### config.mk
export PLATFORM = sky130hd
export DESIGN_NAME = misc_pipe_acc
export DESIGN_NICKNAME = d
export VERILOG_FILES = /design/src/rtl/misc_pipe_acc.sv
export SDC_FILE = /design/constraint.sdc
export NUM_CORES = 1
export LEC_CHECK = 0
export ABC_AREA = 1
export CAP_MARGIN = 20
export CORE_MARGIN = 1.5
export CORE_UTILIZATION = 45
export CTS_CLUSTER_SIZE = 24
export DETAILED_ROUTE_END_ITERATION = 8
export PLACE_DENSITY = 0.61
export SLEW_MARGIN = 5
export SYNTH_ARGS = -nofsm -noshare
export SYNTH_HDL_FRONTEND = slang
export SYNTH_SLANG_ARGS = --single-unit
### constraint.sdc
create_clock -name CLK -period 10.45 [get_ports CLK]
set_input_delay 2.09 -clock CLK [delete_from_list [all_inputs] [get_ports CLK]]
set_output_delay 2.09 -clock CLK [all_outputs]
set_load 0.02 [all_outputs]
### src/rtl/misc_pipe_acc.sv
// misc_pipe_acc: three-stage pipelined mixed-width arithmetic unit.
// Stage 1 forms the A/B branch operands, stage 2 evaluates the selected
// operation, stage 3 is the output register with the optional accumulator.
// All stages advance together whenever the output register is free or
// being drained.
module misc_pipe_acc #(
    parameter int AW  = 8,
    parameter int BW  = 4,
    parameter int SAT = 0
) (
    input  logic          CLK,
    input  logic          RESET,
    input  logic          IN_VALID,
    output logic          IN_READY,
    input  logic [AW-1:0] A,
    input  logic [BW-1:0] B,
    input  logic [AW-1:0] C,
    input  logic [1:0]    MODE,
    input  logic          CLR_ACC,
    output logic          OUT_VALID,
    input  logic          OUT_READY,
    output logic [AW-1:0] XOUT,
    output logic          OVF
);

    localparam logic [1:0]    MODE_PROD = 2'd0;
    localparam logic [1:0]    MODE_SUM  = 2'd1;
    localparam logic [1:0]    MODE_OFS  = 2'd2;
    localparam logic [1:0]    MODE_ACC  = 2'd3;
    localparam logic [AW-1:0] OFS_BIAS  = AW'(3'd4);
    localparam logic [AW-1:0] ALL_ONES  = {AW{1'b1}};

    // Output register state (also drives the handshake)
    logic          r_out_valid;
    logic [AW-1:0] r_xout;
    logic          r_ovf;
    logic [AW-1:0] r_acc;

    // Stage 1 registers
    logic          r_v1;
    logic [1:0]    r_mode1;
    logic [AW-1:0] r_c1;
    logic [AW-1:0] r_na1;
    logic [AW-1:0] r_nb1;
    logic [AW-1:0] r_s0_1;
    logic [AW-1:0] r_s1_1;

    // Stage 2 registers
    logic          r_v2;
    logic          r_acc_op2;
    logic [AW-1:0] r_r2;
    logic          r_ovf2;

    // Handshake
    logic w_advance;
    logic w_accept;

    assign w_advance = ~r_out_valid | OUT_READY;
    assign IN_READY  = w_advance & ~RESET;
    assign w_accept  = IN_VALID & IN_READY;

    assign OUT_VALID = r_out_valid;
    assign XOUT      = r_xout;
    assign OVF       = r_ovf;

    // ---------------- Stage 1 combinational ----------------
    logic [AW-1:0] w_bx;
    logic [AW-1:0] w_na;
    logic [AW-1:0] w_nb;
    logic [AW-1:0] w_s0;
    logic [AW-1:0] w_s1;

    assign w_bx = AW'(B);
    assign w_na = A - w_bx;
    assign w_nb = A + w_bx;

    // Branch selection: the larger-A branch multiplies A by (A+B)
    always_comb begin
        w_s0 = w_na;
        w_s1 = w_nb;
        if (A > w_bx) begin
            w_s0 = w_nb;
            w_s1 = A;
        end else begin
            w_s0 = w_na;
            w_s1 = w_nb;
        end
    end

    // Stage 1 register: captures the accepted sample's derived operands
    always_ff @(posedge CLK) begin
        if (RESET) begin
            r_v1    <= 1'b0;
            r_mode1 <= 2'b00;
            r_c1    <= {AW{1'b0}};
            r_na1   <= {AW{1'b0}};
            r_nb1   <= {AW{1'b0}};
            r_s0_1  <= {AW{1'b0}};
            r_s1_1  <= {AW{1'b0}};
        end else if (w_advance) begin
            r_v1    <= w_accept;
            r_mode1 <= MODE;
            r_c1    <= C;
            r_na1   <= w_na;
            r_nb1   <= w_nb;
            r_s0_1  <= w_s0;
            r_s1_1  <= w_s1;
        end else begin
            r_v1    <= r_v1;
        end
    end

    // ---------------- Stage 2 combinational ----------------
    logic [2*AW-1:0] w_pf;
    logic [AW-1:0]   w_p;
    logic            w_pt;
    logic [AW:0]     w_nsum;
    logic [AW-1:0]   w_ofs;
    logic [AW-1:0]   w_r;
    logic            w_ovf;

    assign w_pf   = {{AW{1'b0}}, r_s0_1} * {{AW{1'b0}}, r_s1_1};
    assign w_p    = w_pf[AW-1:0];
    assign w_pt   = |w_pf[2*AW-1:AW];
    assign w_nsum = {1'b0, r_na1} + {1'b0, r_nb1};
    assign w_ofs  = r_na1 + r_c1 + OFS_BIAS;

    // Operation select; accumulate mode carries the product to stage 3
    always_comb begin
        w_r   = w_p;
        w_ovf = w_pt;
        case (r_mode1)
            MODE_PROD: begin
                w_r   = w_p;
                w_ovf = w_pt;
            end
            MODE_SUM: begin
                w_r   = w_nsum[AW-1:0];
                w_ovf = w_nsum[AW];
            end
            MODE_OFS: begin
                w_r   = w_ofs;
                w_ovf = 1'b0;
            end
            MODE_ACC: begin
                w_r   = w_p;
                w_ovf = w_pt;
            end
            default: begin
                w_r   = w_p;
                w_ovf = w_pt;
            end
        endcase
    end

    // Stage 2 register: holds the per-sample result and flag
    always_ff @(posedge CLK) begin
        if (RESET) begin
            r_v2      <= 1'b0;
            r_acc_op2 <= 1'b0;
            r_r2      <= {AW{1'b0}};
            r_ovf2    <= 1'b0;
        end else if (w_advance) begin
            r_v2      <= r_v1;
            r_acc_op2 <= (r_mode1 == MODE_ACC);
            r_r2      <= w_r;
            r_ovf2    <= w_ovf;
        end else begin
            r_v2      <= r_v2;
        end
    end

    // ---------------- Stage 3 accumulator ----------------
    logic [AW-1:0] w_acc_base;
    logic [AW:0]   w_acc_sum;
    logic [AW-1:0] w_acc_new;
    logic          w_load;
    logic          w_acc_load;

    // A clear coinciding with an accumulate load restarts from zero
    assign w_acc_base = CLR_ACC ? {AW{1'b0}} : r_acc;
    assign w_acc_sum  = {1'b0, w_acc_base} + {1'b0, r_r2};
    assign w_load     = w_advance & r_v2;
    assign w_acc_load = w_load & r_acc_op2;

    // Accumulator overflow handling: clamp or wrap
    always_comb begin
        w_acc_new = w_acc_sum[AW-1:0];
        if (w_acc_sum[AW] && (SAT != 0)) begin
            w_acc_new = ALL_ONES;
        end else begin
            w_acc_new = w_acc_sum[AW-1:0];
        end
    end

    // Accumulator register; a standalone clear works even while stalled
    always_ff @(posedge CLK) begin
        if (RESET) begin
            r_acc <= {AW{1'b0}};
        end else if (w_acc_load) begin
            r_acc <= w_acc_new;
        end else if (CLR_ACC) begin
            r_acc <= {AW{1'b0}};
        end else begin
            r_acc <= r_acc;
        end
    end

    // Output register: loads on advance, a bubble only drops OUT_VALID
    always_ff @(posedge CLK) begin
        if (RESET) begin
            r_out_valid <= 1'b0;
            r_xout      <= {AW{1'b0}};
            r_ovf       <= 1'b0;
        end else if (w_advance) begin
            r_out_valid <= r_v2;
            if (r_v2) begin
                if (r_acc_op2) begin
                    r_xout <= w_acc_new;
                    r_ovf  <= r_ovf2 | w_acc_sum[AW];
                end else begin
                    r_xout <= r_r2;
                    r_ovf  <= r_ovf2;
                end
            end else begin
                r_xout <= r_xout;
                r_ovf  <= r_ovf;
            end
        end else begin
            r_out_valid <= r_out_valid;
        end
    end

endmodule

* Word level (Yosys, flattened, before mapping)
Cells that the tools add are included.
Word-level totals: bits in registers 72, input port bits 27, output and inout bits 11, logic and storage cells 46
Cells by class: add/sub/neg operators 6, multiply operators 1, $lt $le $gt $ge 1, equality and inequality tests 3, muxes and demuxes 8, bitwise logic cells 8, reduce and logical (&&, ||, !) cells 4
Operator list (number):
- 8-bit two-way mux | 5
- 8-bit case mux with 3 select lines | 1
- 8-bit by 8-bit adder with 9-bit output | 2
- 8-bit by 8-bit multiplier with 16-bit output | 1
- 8-bit by 3-bit adder with 8-bit output, second input constant | 1
- 8-bit by 4-bit adder with 8-bit output | 1
- 8-bit adder | 1
- 8-bit by 4-bit > comparator with 1-bit output | 1
- 8-bit OR reduction | 1
- 8-bit by 4-bit subtractor with 8-bit output | 1
- 1-bit AND | 4
- 2-bit == test, second input constant | 2
- 1-bit case mux with 3 select lines | 1
- 2-bit by 1-bit == test with 1-bit output, second input constant | 1
- 2-bit logical NOT | 1
- 1-bit inverter | 2
- 1-bit OR | 2
- 2-bit AND reduction | 1
- 2-bit OR reduction | 1
- 1-bit two-way mux | 1

* Longest topological paths before layout
Gate-level depths: netlist of the first run.
depth after elaboration 5, depth in mapped cells 22, depth with buffers taken out 21

* Worst setup path before layout of the first run
OpenSTA, ideal clock, no wires.
path type in2out, start point in RESET, end point out IN_READY, data arrival time 2.813 ns, data required time 8.360 ns, path slack 5.547 ns, stages 3, path buffers 2, cell sequence clkbuf_1 -> nor2_2 -> buf_2
On the way: longest elaborated chain between the ends 2
Ends and longest elaborated chain:
- start: declaration | line 12 | input logic RESET,
- 1-bit inverter | line 59 | assign IN_READY = w_advance & ~RESET;
- 1-bit AND | line 59
- end: declaration | line 14 | output logic IN_READY,
Every way passes these cells.

* Worst setup path after layout of the first run
Ends and elaborated chain as after synthesis.

==> results of run 1 <==
## registers in the layout (all words and copies together), names as in the netlist
signal / flops
XOUT: 8
r_mode1: 2
r_acc: 8
r_nb1: 8
r_v1: 1
r_c1: 8
r_v2: 1
r_ovf2: 1
r_s0_1: 7
r_r2: 8
r_acc_op2: 1
OVF: 1
OUT_VALID: 1
r_na1: 7
r_s1_1: 8
## power breakdown
| part | total, mW | switching (mW) | internal, mW |
|---|---|---|---|
| Sequential | 0.315 | 0.0270 | 0.288 |
| Clock | 0.299 | 0.116 | 0.183 |
| Combinational | 0.255 | 0.153 | 0.103 |
| Total | 0.869 | 0.296 | 0.573 |
## layout make-up
class | instances | area [sq um] | share of cell area
clock buffer | 9 | 225 | 0.0315
clock inverter | 6 | 63.8 | 0.00891
inverter | 183 | 687 | 0.0960
multi-input combinational | 620 | 4180 | 0.584
sequential | 70 | 1400 | 0.196
tap | 180 | 225 | 0.0315
timing repair buffer | 38 | 378 | 0.0528
## final timing paths
kind | from | end | slack, ps | depth (start not counted)
max reg2reg | r_nb1[0]$_SDFFE_PP0N_ | r_ovf2$_SDFFE_PP0N_ | 6080 | 16
min | r_nb1[3]$_SDFFE_PP0N_ | r_nb1[3]$_SDFFE_PP0N_ | 470 | 2
max | RESET | IN_READY | 4450 | 3
min reg2reg | r_nb1[3]$_SDFFE_PP0N_ | r_nb1[3]$_SDFFE_PP0N_ | 470 | 2
## layer usage
layer  routed length, um  track usage  vias to the layer above
met5                   0            0                        -
met4                 156       0.0458                        0
met3                 374       0.0283                       15
met2                6290        0.327                       94
met1                7520        0.291                     2398
li1                    -            -                     2876
## cell usage in the layout, fill, tap and decap left out, types with 2 or more instances in the layout
master           netlist  routed
clkdlybuf4s50_1        0      37
nand2_1              255     255
clkinvlp_4             0       2
xnor2_1                9       9
nand2_2                3       3
fa_1                  41      41
a21o_1                 4       4
nor2_1                31      31
a22o_1                11      11
nand4_1                9       9
a21oi_1               50      50
o211ai_1               4       4
dfxtp_1               70      70
o21ai_1               14      14
o21ai_0               36      36
inv_2                  5       5
a32o_1                 3       3
ha_1                  75      75
inv_1                178     178
a21oi_2                2       2
o21bai_1               3       3
nand3b_1               2       2
or2_2                  2       2
o22ai_1                4       4
nor2_4                 4       4
xor2_1                10      10
clkbuf_16              0       9
nor2_2                 2       2
nand3_1               28      28
a31oi_1               11      11
clkinv_2               0       2
## worst max-delay path: cells and delay by family
family / cells / cell delay, ps
and+or+nand+nor: 1 / 300
buffers and inverters: 2 / 1510
## cell families after synthesis
logic type	after synthesis
xor gates and xnor gates	19
and+or+nand+nor	339
buffers and inverters	216
AOI/OAI and AO/OA	146
DFF	70
adders and majority gates	116
==> flow_summary.toml, run 1 <==
[clocking]
htreeDepth = 3
postCtsHoldBufs = 0
clk_latency_ps = 340
clkSlewWorstSetupHoldPaths_ps = 60
cts_num_sinks = 70
cts_tree = "done"
cts_max_path_buffers = 2
cts-root-buf = "clkbuf_16"
post-cts-setup-buffers = 0
cts_resized = 0
cts_made_buffers = 9

[sta]
min_period_over_period = 0.574
tightest_slew_ps = 945
slew_violations = 0
skew_ps = 9.66
setup_viol = 0
hold_slack_ps = 468
relSlewSlack = 0.368
rsz0062_at_grt = "false"
worst_slack_ps = 4450
setup_tns_ps = 0
timing.fmax_mhz = 167
finalCriticalPeriod_ps = 6000
hold_violations = 0

[worst_hold_path]
hp-class = "flip-flop to flip-flop"

[cells_and_area]
n_antenna_cell = 0
fillers = 1383
stdcell_area_sq_mm = 0.00716
utilization = 0.516
nets = 1065
instances_no_fill = 1106
drive_gt1_frac = 0.0389
area_growth_pct = 11.5

[worst_setup_path]
arrival_ps = 3910
cp_max_fo = 23
required_ps = 8360
critPathKind = "input pin to primary output"
worstPathCellList = "clkdlybuf4s50_1 -> nor2_2 -> clkdlybuf4s50_1"
crit_path_frequent_cell = "clkdlybuf4s50_1"
critPathMaxStageDelay_ps = 890
crit_slowest_cell = "clkdlybuf4s50_1"
crit_path_start_kind = "input pin"
crit_path_end_kind = "primary output"

[floorplanning]
die_y_um = 122
rows = 43
die_w_um = 122
core_sq_mm = 0.0139
start_util = 0.462
die_area_sq_mm = 0.0150
num_io_pins = 38

[grt]
antenna_found_initial = 0
track_usage = 0.204
grt_pass1_wl_um = 24400
grt_pass1_vias = 5118
grt_start_max_net_pins = 38
grt_overflow_total = 0

[synthesis]
synth.avg_cell_area_sq_um = 7.08
synth_compound_area_frac = 0.134
syn_inst = 906
synthMuxAreaShare = 0
synth-edff-count = 0
async_flop_share = 0
yosysMostFrequentCell = "nand2_1"
synth_common_cells = "nand2_1, inv_1, ha_1"
synth.area.top_cells = "dfxtp_1, nand2_1, ha_1"
netlist_area_sq_mm = 0.00642
yosys.area_share.adder = 0.274
synth_nets = 1049
ys.flop_type = "dfxtp_1"
ys_seq_elements = 70
yosysTopAreaCell = "dfxtp_1"
synth_top_family_by_area = "adder cells"
synth_seq_area_share = 0.218
synth.distinct_cells = 38
synth_top_area_share = 0.218
synth_xor_area_frac = 0.0259
yosys.area_share.simple = 0.217
ys.warnings.count = 0

[drt]
routed_via_density = 4.87
wl_per_cell_um = 13.0
dr.pass1.iters = 5
drc_errors = 0
vias = 5383
drt-total-wl_um = 14300
ant_nets = 0
drtIter0Drc = 279

[placed_design]
pre_cts_ws_ps = 4460
dp.cells = 1091
io_buffers = 37
routabilityCongestion = 0.909
place_area_sq_mm = 0.00687
dp_hpwl_um = 11500

[power_and_ir_drop]
p_leak_nw = 3.71
ir_worst_vdd_mv = 0.0904
total_power_mw = 0.869
power.density_mw_per_mm2 = 121

[run]
maxCapViolCount = 0

[run_status]
status = "complete, no violations"
Note: power is estimated with default switching activity, not from simulation.
==> run 2, diff against run 1 <==
==> constraint.sdc (replaced) <==
create_clock -name CLK -period 6.2 [get_ports CLK]
set_input_delay 1.24 -clock CLK [delete_from_list [all_inputs] [get_ports CLK]]
set_output_delay 1.24 -clock CLK [all_outputs]
set_load 0.02 [all_outputs]
==> run 2 against run 1 <==
  * Combinational power increased by 69%
  * Highest routed layer unchanged
  * Critical path depth increased by 13
  * Setup slack got worse by 2600 ps
  * Sequential power increased by 69%
  * Via count increased by 1.2%
  * Hold slack improved by 1.9 ps
  * Clock skew decreased by 3.4 ps
  * Global-route usage increased by 1.2 points
  * Largest cell class unchanged
  * Critical endpoint is now r_ovf2$_SDFFE_PP0N_
==> flow_summary.toml, run 2 (synthesized netlist as in run 1, its figures left out) <==
[run_status]
status = "complete, no violations"

[grt]
track_usage = 0.216
grt_pass1_vias = 5248
grt_overflow_total = 0
antenna_found_initial = 0
grt_start_max_net_pins = 38
grt_pass1_wl_um = 25500

[worst_setup_path]
crit_path_start_kind = "flip-flop"
crit_slowest_cell = "dfxtp_1"
critPathMaxStageDelay_ps = 580
worstPathCellList = "nand2_1 -> fa_1 -> fa_1 -> fa_1 -> fa_1 -> inv_1 -> ha_1 -> nand2_1 -> nor2_1 -> nand3_1 -> nand4_1 -> nand2_1 -> nor2_1 -> nand3_1 -> nand2_1 -> a21oi_1"
path_delay_family = "adder cells"
crit_buf_inv = 1
arrival_ps = 4530
crit_path_end = "r_ovf2$_SDFFE_PP0N_"
regToRegSetupSlack_ps = 1890
reg2reg_to = "r_ovf2$_SDFFE_PP0N_"
crit_path_end_kind = "flip-flop"
r2r-start = "r_nb1[0]$_SDFFE_PP0N_"
setup.worst_path.start = "r_nb1[0]$_SDFFE_PP0N_"
path_depth = 16
required_ps = 6420
cp_max_fo = 11
reg2regPathDepth = 16
critPathKind = "flip-flop to flip-flop"

[clocking]
cts_resized = 0
postCtsHoldBufs = 0
post-cts-setup-buffers = 0
htreeDepth = 3
cts_num_sinks = 70
cts_max_path_buffers = 2
cts-root-buf = "clkbuf_16"
clk_latency_ps = 340
clkSlewWorstSetupHoldPaths_ps = 50
cts_made_buffers = 9
cts_tree = "done"

[sta]
setup_tns_ps = 0
hold_violations = 0
worst_slack_ps = 1890
relSlewSlack = 0.420
hold_slack_ps = 470
slew_violations = 0
setup_viol = 0
skew_ps = 6.23
finalCriticalPeriod_ps = 4310
tightest_slew_ps = 869
timing.fmax_mhz = 232
rsz0062_at_grt = "false"
min_period_over_period = 0.696

[floorplanning]
core_sq_mm = 0.0139
die_area_sq_mm = 0.0150
num_io_pins = 38
die_w_um = 122
start_util = 0.462
rows = 43
die_y_um = 122

[cells_and_area]
fillers = 1422
nets = 1066
drive_gt1_frac = 0.0388
final_common_cell = "nand2_1"
area_growth_pct = 11.1
utilization = 0.514
stdcell_area_sq_mm = 0.00713
final_cell_mix = "nand2_1, inv_1, ha_1"
n_antenna_cell = 0
instances_no_fill = 1107

[drt]
drc_errors = 0
ant_nets = 0
drtIter0Drc = 368
met1_length_um = 7510
wl_met2_um = 6880
routed_via_density = 4.92
dr.pass1.iters = 5
wl_per_cell_um = 13.6
drt-total-wl_um = 15100
route.top_layer_used = "met4"
dr_wl_met3_um = 451
vias = 5449

[placed_design]
io_buffers = 37
dp_hpwl_um = 12000
pre_cts_ws_ps = 1850
routabilityCongestion = 0.931
dp.cells = 1092
place_area_sq_mm = 0.00688

[worst_hold_path]
hp-class = "flip-flop to flip-flop"

[run]
maxCapViolCount = 0

[power_and_ir_drop]
total_power_mw = 1.42
power.density_mw_per_mm2 = 199
ir_worst_vdd_mv = 0.147
p_leak_nw = 3.70
## run 2: changes by cell type in the layout (fill, tap and decap cells not counted)
cell and delta:
bufinv_16 -1, clkinv_2 +2, clkinv_4 -1, clkbuf_1 +1, buf_4 +1, clkinvlp_4 -1
## run 2: how the worst min path moves through the flow
stage / from / end / slack (ps) / cells after the start
floorplan: r_nb1[2]$_SDFFE_PP0N_ / r_nb1[2]$_SDFFE_PP0N_ / 430 / 2
global placement: r_nb1[3]$_SDFFE_PP0N_ / r_nb1[3]$_SDFFE_PP0N_ / 450 / 2
detailed placement: r_nb1[3]$_SDFFE_PP0N_ / r_nb1[3]$_SDFFE_PP0N_ / 460 / 2
CTS: r_nb1[7]$_SDFFE_PP0N_ / r_nb1[7]$_SDFFE_PP0N_ / 480 / 2
global route: r_c1[2]$_SDFFE_PP0N_ / r_c1[2]$_SDFFE_PP0N_ / 500 / 2
finish: r_nb1[3]$_SDFFE_PP0N_ / r_nb1[3]$_SDFFE_PP0N_ / 470 / 2
## run 2: layout make-up
class,instances,area [sq um],area share
inverters,183,687,0.0963
well taps,180,225,0.0316
multi-input cells,620,4180,0.586
clock buffers,10,229,0.0321
clock inverters,5,27.5,0.00386
repair buffers,39,385,0.0540
flip-flops and latches,70,1400,0.196
## run 2: worst register-to-register path: cells and delay by family, from the launching register on
| family | cells | cell delay [ps] |
|---|---|---|
| AOI/OAI and AO/OA | 1 | 50 |
| adders and majority gates | 5 | 2460 |
| DFF | 1 | 580 |
| and+or+nand+nor | 9 | 1080 |
| buffers and inverters | 1 | 40 |
## run 2: metal layers
metal,vias up,GRT usage
li1,2877,-
met1,2468,0.296
met2,90,0.360
met3,14,0.0335
met4,0,0.0487
met5,-,0
## run 2: power by group
| part | internal (mW) | switching, mW | total [mW] |
|---|---|---|---|
| clock | 0.265 | 0.193 | 0.458 |
| sequential | 0.485 | 0.0458 | 0.531 |
| combinational | 0.173 | 0.258 | 0.431 |
==> run 3, diff against run 2 <==
==> constraint.sdc (replaced) <==
create_clock -name CLK -period 4.4 [get_ports CLK]
set_input_delay 0.88 -clock CLK [delete_from_list [all_inputs] [get_ports CLK]]
set_output_delay 0.88 -clock CLK [all_outputs]
set_load 0.02 [all_outputs]
==> run 3 against run 2 <==
  * Final cell count up 0.72%
  * Sequential power increased by 40%
  * Global-route usage down 0.20 points
  * Largest cell class unchanged
  * Register-to-register slack worse by 1600 ps
  * Core utilization up 1.0 points
  * First-iteration DRC count down 11%
  * Via count rose by 1.1%
==> flow_summary.toml, run 3 (synthesized netlist as in run 1, its figures left out) <==
[clocking]
cts_tree = "done"
clkSlewWorstSetupHoldPaths_ps = 60
cts-root-buf = "clkbuf_16"
cts_resized = 0
postCtsHoldBufs = 0
cts_num_sinks = 70
htreeDepth = 3
post-cts-setup-buffers = 0
clk_latency_ps = 330
cts_made_buffers = 9
cts_max_path_buffers = 2

[cells_and_area]
nets = 1073
drive_gt1_frac = 0.0588
n_antenna_cell = 0
instances_no_fill = 1115
final_common_cell = "nand2_1"
final_cell_mix = "nand2_1, inv_1, ha_1"
fillers = 1416
utilization = 0.524
area_growth_pct = 13.4

[worst_setup_path]
critPathKind = "flip-flop to flip-flop"
crit_slowest_cell = "fa_1"
crit_buf_inv = 1
crit_path_end_kind = "flip-flop"
cp_max_fo = 9
r2r-start = "r_s1_1[7]$_SDFFE_PP0N_"
crit_path_start_kind = "flip-flop"
crit_path_frequent_cell = "nand2_1"
setup.worst_path.start = "r_s1_1[7]$_SDFFE_PP0N_"
arrival_ps = 4370
critPathMaxStageDelay_ps = 540
worstPathCellList = "nand2_1 -> fa_1 -> fa_1 -> fa_1 -> fa_1 -> inv_1 -> ha_1 -> nand2_1 -> nor2_1 -> nand3_1 -> nand2_1 -> nand2_1 -> nand2_1 -> nand3_1 -> nor2_1 -> nand3_1 -> nand2_1 -> a21oi_1"
required_ps = 4620
path_delay_family = "adder cells"

[floorplanning]
die_area_sq_mm = 0.0150
die_y_um = 122
num_io_pins = 38
start_util = 0.462
die_w_um = 122
rows = 43
core_sq_mm = 0.0139

[drt]
vias = 5508
ant_nets = 0
drc_errors = 0
drt-total-wl_um = 15200
dr.pass1.iters = 5
drtIter0Drc = 328
wl_per_cell_um = 13.6
routed_via_density = 4.94

[power_and_ir_drop]
total_power_mw = 2.18
p_leak_nw = 3.78
power.density_mw_per_mm2 = 299
ir_worst_vdd_mv = 0.187

[placed_design]
pre_cts_ws_ps = 59.8
dp_hpwl_um = 12300
io_buffers = 37
dp.cells = 1099
routabilityCongestion = 0.890

[grt]
track_usage = 0.214
antenna_found_initial = 0
grt_start_max_net_pins = 33
grt_overflow_total = 0
grt_pass1_vias = 5220
grt_pass1_wl_um = 25400

[sta]
setup_viol = 0
timing.fmax_mhz = 241
finalCriticalPeriod_ps = 4150
skew_ps = 8.38
relSlewSlack = 0.720
tightest_slew_ps = 418
worst_slack_ps = 245
hold_violations = 0
slew_violations = 0
min_period_over_period = 0.944

[run]
maxCapViolCount = 0

[worst_hold_path]
hp-class = "flip-flop to flip-flop"
hp-start = "r_nb1[7]$_SDFFE_PP0N_"

[run_status]
status = "complete, no violations"
==> run 3: per-layer routing <==
metal / track usage / vias up / share of wire / wire, um
met3: 0.0311 / 19 / 0.028 / 432
met5: 0 / - / 0 / 0
met2: 0.353 / 87 / 0.45 / 6920
li1: - / 2891 / - / -
met4: 0.0560 / 0 / 0.017 / 260
met1: 0.294 / 2511 / 0.50 / 7600
==> run 3: area by class of cell <==
| class | count | area (sq um) | area share |
|---|---|---|---|
| flip-flops and latches | 70 | 1410 | 0.194 |
| clock inverters | 5 | 81.3 | 0.0112 |
| repair buffers | 46 | 438 | 0.0602 |
| clock buffers | 11 | 253 | 0.0347 |
| inverters | 183 | 687 | 0.0944 |
| well taps | 180 | 225 | 0.0310 |
| multi-input cells | 620 | 4180 | 0.574 |
==> run 3: final timing paths <==
kind	depth (start not counted)	slack (ps)	endpoint
setup / recovery	18	250	r_ovf2$_SDFFE_PP0N_
hold / removal	2	460	r_nb1[7]$_SDFFE_PP0N_
setup reg to reg	18	250	r_ovf2$_SDFFE_PP0N_
hold reg to reg	2	460	r_nb1[7]$_SDFFE_PP0N_
==> run 3: power by group <==
part	switching, mW	total (mW)	internal (mW)
sequential	0.0599	0.746	0.686
clock	0.279	0.806	0.527
combinational	0.373	0.625	0.252
total	0.713	2.18	1.46
==> run 3: metrics by stage <==
step / TNS [ps] / hold slack (ps) / area, sq um
after floorplan: 0 / 432 / 6420
final: 0 / 464 / 7280
after detailed placement: 0 / 458 / 6930
after global routing: -0.835 / 494 / 7280
after global placement: 0 / 457 / 6930
after CTS: 0 / 467 / 7260
==> run 3: worst register-to-register path, cell delays in order (launching register included) <==
cell	delay, ps
dfxtp_2	420
nand2_1	110
fa_1	520
fa_1	530
fa_1	520
fa_1	540
inv_1	40
ha_1	350
nand2_1	120
nor2_1	170
nand3_1	120
nand2_1	80
nand2_1	40
nand2_1	50
nand3_1	60
nor2_1	100
nand3_1	120
nand2_1	80
a21oi_1	60
==> edit (flow settings as in run 3) <==
Register the output `OVF` once more, cleared by the reset; this adds one clock of latency there. The other outputs are not delayed to match.
--- a/src/rtl/misc_pipe_acc.sv
+++ b/src/rtl/misc_pipe_acc.sv
@@ -63,3 +63,9 @@
     assign XOUT      = r_xout;
-    assign OVF       = r_ovf;
+    always_ff @(posedge CLK) begin
+        if (RESET) begin
+            OVF <= '0;
+        end else begin
+            OVF <= r_ovf;
+        end
+    end
 
Check against the original RTL: not equivalent (a bounded check fails within 4 cycles, from zero or initial values and one cycle with RESET high).
==> edit against run 3 <==
Hold slack got worse by 0.035 ns. Combinational power down 0.8%. Setup slack improved by 0.039 ns. Utilization down 0.24 points. Power fell by 2.5%. Sequential cell count up 1. Die area is 0.97% higher. Final area increased by 0.31%. Synthesized area up 0.99%. Routed wire length shrank 1.6%. Fmax rose by 0.95%. Clock skew grew 0.0012 ns. Sequential power grew 1%. Critical path type unchanged. Critical endpoint unchanged.
==> edit: results (changes against run 3) <==
Synthesis
  – Area contributors post-synth: dfxtp_1 (22%), nand2_1 (15%), ha_1 (14%), fa_1 (13%), inv_1 (11%)
  – Compound-Gate Fraction of Synth Area: 12.6% (-0.79 points)
  – Post-Synth XOR/XNOR Area: 2.30% (-0.30 points)
  – Post-Syn Instances: 918 (+1.3%)
  – Synth Area in Adders: 27.1% (-0.27 points)

Global route
  – First-pass GRT wire length: 25.3 mm (-0.35%)
  – Largest net degree at the start of global routing: 25 (-24%)
  – Vias in the first global route: 5229 (+0.17%)
  – GRT Overall Usage: 21.5% (+0.037 points)

Placed design
  – DP Worst Slack: 0.175 ns (+0.115 ns)
  – GP Congestion: 0.919 (+3.2%)
  – DPL Wire Length: 12.1 mm (-1.8%)

Finish
  – Layout cells sized above 1: 5.81% (-0.068 points)
  – FFs & Latches: 71 (+1.4%)
  – Sequential fraction of total cell area: 19.6% (+0.21 points)
  – Multi-input logic area: 0.00419 mm2 (+0.33%)
  – Finished Layout Cells: 1126 (+0.99%)
  – #MultiIn Comb: 625 (+0.81%)
  – Fill cells: 1430 (+0.99%)
  – Clk tree area frac: 4.22% (-0.37 points)
  – Buffering overhead: 5.90% (-0.12 points)
  – Inverters: 189 (+3.3%)

Power
  – VDD IR max: 0.199 mV (+6.2%)

Drt
  – DR iter-0 viols: 350 (+6.7%)
  – Routed vias: 5521 (+0.24%)

Worst setup path
  – Crit path DAT: 4.34 ns (-0.03 ns)

Floorplanning
  – Core box area: 0.0140 mm2 (+0.78%)

Outcome
  – Outcome: complete, no violations
[edit: cell count changes in the layout (fill, tap and decap cells not counted), moves of 2 or more]
cell,delta
o21ai_0,+10
or2_2,+2
o21bai_1,-2
a31oi_1,-2
nand3b_1,+5
o21ai_1,-10
inv_1,+7
nor2_1,+3
nand4_1,+2
[edit: power by group]
| part | switching, mW | internal, mW | total, mW |
|---|---|---|---|
| logic | 0.369 | 0.251 | 0.620 |
| registers | 0.0595 | 0.695 | 0.754 |
| clock network | 0.292 | 0.457 | 0.749 |
| total | 0.720 | 1.40 | 2.12 |
[edit: final timing paths]
kind                                from                   to  slack [ns]  cells past startpoint
hold / removal        r_ovf$_SDFFE_PP0P_       OVF$_SDFF_PP0_        0.43                      2
hold reg to reg       r_ovf$_SDFFE_PP0P_       OVF$_SDFF_PP0_        0.43                      2
setup / recovery  r_s1_1[5]$_SDFFE_PP0N_  r_ovf2$_SDFFE_PP0N_        0.28                     16
setup reg to reg  r_s1_1[5]$_SDFFE_PP0N_  r_ovf2$_SDFFE_PP0N_        0.28                     16
[edit: worst max-delay path: stages (launching register included)]
cell,delay [ns]
dfxtp_1,0.51
nand2_1,0.11
fa_1,0.47
fa_1,0.53
fa_1,0.54
inv_1,0.05
fa_1,0.47
ha_1,0.36
nand2_1,0.11
nor2_1,0.19
nand3_1,0.15
nand4_1,0.12
nand2_1,0.06
nor2_1,0.10
nand3_1,0.09
nand2_1,0.06
a21oi_1,0.06
[edit: layer usage]
layer	up-vias	GRT usage (%)	routed length, um
li1	2917	-	-
met5	-	0	0
met4	0	6.68	269
met2	96	33.8	6690
met3	22	3.74	441
met1	2486	30.0	7570
[edit: cell families after synthesis]
family,after synthesis
buffers and inverters,222
AOI/OAI and AO/OA,141
and+or+nand+nor,351
adders and majority gates,116
DFF,71
xor gates and xnor gates,17
